## config.mk

```make
export PLATFORM = sky130hd
export DESIGN_NAME = round_robin_arbiter
export DESIGN_NICKNAME = d
export VERILOG_FILES = /design/src/rtl/round_robin_arbiter.sv
export SDC_FILE = /design/constraint.sdc
export NUM_CORES = 1
export LEC_CHECK = 0
export CORE_MARGIN = 5
export CORE_UTILIZATION = 35
export DETAILED_ROUTE_END_ITERATION = 8
export PLACE_DENSITY = 0.67
export SYNTH_ARGS = -nofsm -noshare
export SYNTH_HDL_FRONTEND = slang
export SYNTH_SLANG_ARGS = --single-unit
```

## constraint.sdc

```tcl
create_clock -name clk -period 3.9 [get_ports clk]
set_input_delay 0.78 -clock clk [delete_from_list [all_inputs] [get_ports clk]]
set_output_delay 0.78 -clock clk [all_outputs]
set_load 0.02 [all_outputs]
```

## src/rtl/round_robin_arbiter.sv

```systemverilog
// Round-robin arbiter with bounded tenure: IDLE arbitrates, GRANT holds one
// requester for at most MAX_HOLD cycles, and RELEASE advances the priority pointer.
module round_robin_arbiter #(
  parameter int N        = 4,
  parameter int MAX_HOLD = 8,
  localparam int IDW     = (N > 1) ? $clog2(N) : 1
) (
  input  logic           clk,
  input  logic           reset,
  input  logic [N-1:0]   req,
  output logic [N-1:0]   grant,
  output logic [IDW-1:0] grant_id,
  output logic           grant_valid,
  output logic           timeout
);

  localparam int HCW  = (MAX_HOLD > 1) ? $clog2(MAX_HOLD) : 1;
  localparam int IDW1 = IDW + 1;
  localparam logic [HCW-1:0]  HOLD_LAST = HCW'(MAX_HOLD - 1);
  localparam logic [IDW:0]    N_W       = IDW1'(N);
  localparam logic [IDW-1:0]  LAST_ID   = IDW'(N - 1);

  typedef enum logic [1:0] {
    S_IDLE    = 2'd0,
    S_GRANT   = 2'd1,
    S_RELEASE = 2'd2
  } state_t;

  state_t         r_state;
  state_t         w_state;
  logic [IDW-1:0] r_ptr;
  logic [IDW-1:0] w_ptr;
  logic [IDW-1:0] r_owner;
  logic [IDW-1:0] w_owner;
  logic [HCW-1:0] r_hold_cnt;
  logic [HCW-1:0] w_hold_cnt;
  logic [N-1:0]   r_grant;
  logic [N-1:0]   w_grant;
  logic [IDW-1:0] r_grant_id;
  logic [IDW-1:0] w_grant_id;
  logic           r_grant_valid;
  logic           w_grant_valid;
  logic           r_timeout;
  logic           w_timeout;
  logic [IDW-1:0] w_pick;

  // First requester at or after ptr, wrapping modulo N.
  function automatic logic [IDW-1:0] f_pick(input logic [N-1:0]   req_v,
                                             input logic [IDW-1:0] ptr_v);
    logic [IDW-1:0] sel;
    logic           found;
    logic [IDW:0]   sum;
    logic [IDW:0]   pos;
    sel   = '0;
    found = 1'b0;
    for (int k = 0; k < N; k++) begin
      sum = {1'b0, ptr_v} + IDW1'(k);
      pos = (sum >= N_W) ? (sum - N_W) : sum;
      if (!found && req_v[pos[IDW-1:0]]) begin
        sel   = pos[IDW-1:0];
        found = 1'b1;
      end
    end
    return sel;
  endfunction

  always_comb begin
    w_state       = r_state;
    w_ptr         = r_ptr;
    w_owner       = r_owner;
    w_hold_cnt    = r_hold_cnt;
    w_grant       = '0;
    w_grant_id    = '0;
    w_grant_valid = 1'b0;
    w_timeout     = 1'b0;
    w_pick        = f_pick(req, r_ptr);
    case (r_state)
      S_IDLE: begin
        if (|req) begin
          w_state         = S_GRANT;
          w_owner         = w_pick;
          w_hold_cnt      = '0;
          w_grant[w_pick] = 1'b1;
          w_grant_id      = w_pick;
          w_grant_valid   = 1'b1;
        end else begin
          w_state = S_IDLE;
        end
      end
      // A dropped request takes precedence over the hold limit: no timeout then.
      S_GRANT: begin
        if (!req[r_owner]) begin
          w_state    = S_RELEASE;
          w_hold_cnt = '0;
        end else if (r_hold_cnt == HOLD_LAST) begin
          w_state    = S_RELEASE;
          w_hold_cnt = '0;
          w_timeout  = 1'b1;
        end else begin
          w_hold_cnt    = r_hold_cnt + HCW'(1);
          w_grant       = r_grant;
          w_grant_id    = r_owner;
          w_grant_valid = 1'b1;
        end
      end
      S_RELEASE: begin
        w_ptr   = (r_owner == LAST_ID) ? '0 : (r_owner + IDW'(1));
        w_state = S_IDLE;
      end
      default: begin
        w_state = S_IDLE;
      end
    endcase
  end

  always_ff @(posedge clk) begin
    if (reset) begin
      r_state       <= S_IDLE;
      r_ptr         <= '0;
      r_owner       <= '0;
      r_hold_cnt    <= '0;
      r_grant       <= '0;
      r_grant_id    <= '0;
      r_grant_valid <= 1'b0;
      r_timeout     <= 1'b0;
    end else begin
      r_state       <= w_state;
      r_ptr         <= w_ptr;
      r_owner       <= w_owner;
      r_hold_cnt    <= w_hold_cnt;
      r_grant       <= w_grant;
      r_grant_id    <= w_grant_id;
      r_grant_valid <= w_grant_valid;
      r_timeout     <= w_timeout;
    end
  end

  assign grant       = r_grant;
  assign grant_id    = r_grant_id;
  assign grant_valid = r_grant_valid;
  assign timeout     = r_timeout;

endmodule

```

==> out/qor.csv <==
stage,metric,value,unit
status,status,"complete, no violations",
yosys,postSynthCellCount,77,
floorplan,die_area,3440,um^2
sta,layout_setup_ws,1670,ps
clocking,cts_tree,built,
sta,slew_headroom,0.645,
placed_design,place_hpwl,1280,um
worst_setup_path,crit_chain,clkdlybuf4s50_1 -> mux4_2 -> nand2_2 -> nor2_1 -> a22o_1,
route,firstDrtPassIters,4,
worst_setup_path,startpoint_type,primary input,
route,wl_per_cell,13.7,um
sta,slew_viol_final,0,
floorplan,row_count,17,
yosys,netlist_area,828,um^2
worst_setup_path,path_max_fanout,9,
layout,n_antenna_cell,0,
global_routing,grt_usage,0.111,
sta,rsz0062_at_grt,no,
worst_setup_path,crit_buf_inv,1,
route,routed_via_density,5.26,
route,routed_wl,1660,um
global_routing,grt_pass1_vias,613,
floorplan,core,2230,um^2
global_routing,grt_pass1_wl,2910,um
layout,fin_nets,103,
worst_setup_path,arrival,2420,ps
clocking,clk_latency,290,ps
pwr,powerDensity,369,nW/um^2
route,ant_nets,0,
yosys,ys_warn_count,0,
global_routing,antenna_found_initial,0,
clocking,clk_pin_slew_worst_paths,100,ps
sta,tightest_slew,531,ps
layout,multiInputGateArea,480,um^2
placed_design,place_ws,1390,ps
layout,drive_above_1_share,0.194,
worst_setup_path,required,4090,ps
pwr,power.leakage,0.361,nW
clocking,htree_levels,1,
worst_setup_path,critical_path_class,in -> reg,
clocking,hold_buffers,0,
pwr,ir_drop,0.306,mV
route,via_count,636,
layout,syn_to_final_growth,22.8,%
layout,fillers,213,
sta,finalClockSkew,6.04,ps
placed_design,gp_congestion,0.773,
yosys,avgSynthCellArea,10.8,um^2
sta,max_freq,449,MHz
yosys,syn_nets,86,
clocking,cts_resized,0,
clocking,clockRootBuffer,clkbuf_4,
global_routing,grt_overflow,0,
yosys,synth-seq-area-share,0.411,
sta,final.min_clock_period,2230,ps
hold_path,worstHoldPathType,reg -> reg,
floorplan,fp.dieH,58.6,um
floorplan,die_x,58.6,um
worst_setup_path,crit_family,multiplexers,
layout,seqCellArea,340,um^2
route,drc,0,
worst_setup_path,worstSetupEndpointType,flop,
clocking,cts_max_path_buffers,2,
layout,final_common_cell,dfxtp_1,
sta,finalHoldViolations,0,
floorplan,ioPinCount,14,
floorplan,initial_core_util,0.371,
placed_design,numPortBuffers,13,
route,drtIter0Drc,6,
clocking,numClockSinks,17,
job,maxCapViolCount,0,
sta,setup_viol,0,
yosys,synth_seq_cells,17,
clocking,cts_setup_buffers,0,
layout,layout_common_cells,"dfxtp_1, clkdlybuf4s50_1, nor2_1, a21oi_1",
global_routing,grt_start_max_net_pins,16,
worst_setup_path,slowest_stage,mux4_2,
sta,period_share,0.572,
worst_setup_path,max_stage_delay,580,ps
clocking,cts_made_buffers,3,
yosys,ys_types,32,
sta,tns,0,ps
## Yosys cell counts
library cell,number,share of area
dfxtp_1,17,0.41
nor2_1,7,0.032
a21oi_1,5,0.030
a22o_1,4,0.042
nor2b_1,4,0.030
a21boi_0,3,0.027
ha_1,3,0.045
mux2_2,3,0.041
and3_1,2,0.015
mux2i_1,2,0.024
nand2_1,2,0.0091
nand2b_1,2,0.015
nand3_1,2,0.012
nor4_4,2,0.051
o32ai_1,2,0.021
and2_1,1,0.0076
clkbuf_1,1,0.0045
inv_1,1,0.0045
mux4_2,1,0.027
nand2_2,1,0.0076
nor2_2,1,0.0076
nor2b_2,1,0.011
nor3_1,1,0.0060
nor3b_1,1,0.0091
nor4_2,1,0.015
nor4b_4,1,0.029
o21ai_2,1,0.011
o21bai_1,1,0.0091
o311ai_0,1,0.011
o31a_2,1,0.012
o31ai_1,1,0.0091
or3_4,1,0.014
## area by class of cell
cell class	instances	area share
multi-input cells	58	0.472
well taps	28	0.0344
clock inverters	1	0.00492
repair buffers	13	0.128
inverters	1	0.00369
clock buffers	3	0.0221
flip-flops and latches	17	0.335
## state kept, by name (all words and copies together) (netlist names)
name         flops
grant            4
r_hold_cnt       3
grant_id         2
r_owner          2
r_ptr            2
r_state          2
grant_valid      1
timeout          1
## cells by family after synthesis
logic type / synth area share
and+or+nand+nor: 0.270
AOI/OAI and AO/OA: 0.172
adders and majority gates: 0.0453
buffers and inverters: 0.00905
DFF: 0.411
muxes: 0.0921
## power breakdown
group          switching (mW)  internal, mW  total [mW]
Combinational          0.0445        0.0410      0.0855
Clock                  0.0551        0.0382      0.0933
Sequential             0.0108         0.185       0.196
Total                   0.110         0.264       0.375
## worst paths after layout
path	end	cells past startpoint	slack [ps]	startpoint
worst max-delay path	grant[2]	5	1670	req[3]
worst min-delay path	r_hold_cnt[1]	1	490	r_hold_cnt[1]
worst max register to register	r_hold_cnt[0]	6	2180	r_hold_cnt[0]
worst min register to register	r_hold_cnt[1]	1	490	r_hold_cnt[1]
## through the flow
stage          utilization  power [mW]  cell area, um^2  cells  hold slack (ps)
6_report             0.455       0.375             1020    121              495
5_1_grt              0.455       0.398             1020    121              524
4_1_cts              0.455       0.379             1020    121              502
3_5_place_dp         0.443       0.285              990    117              470
3_3_place_gp         0.443       0.284              990    117              463
2_1_floorplan            -       0.254              828     77              446
## routing by layer
layer  share of wire  GRT usage  wire [um]  vias to the layer above
met1            0.47      0.145        772                      295
met3           0.069     0.0570        115                        4
met2            0.44      0.158        728                       17
li1                -          -          -                      320
met5               0          0          0                        -
met4           0.025     0.0356         42                        0
## worst register-to-register path, stage by stage (launching register included)
cell,delay (ps)
dfxtp_1,330
ha_1,200
ha_1,180
nor3b_1,390
nand2_2,180
mux2_2,300
nor2_1,70
Power figures use the tool's default switching activity.
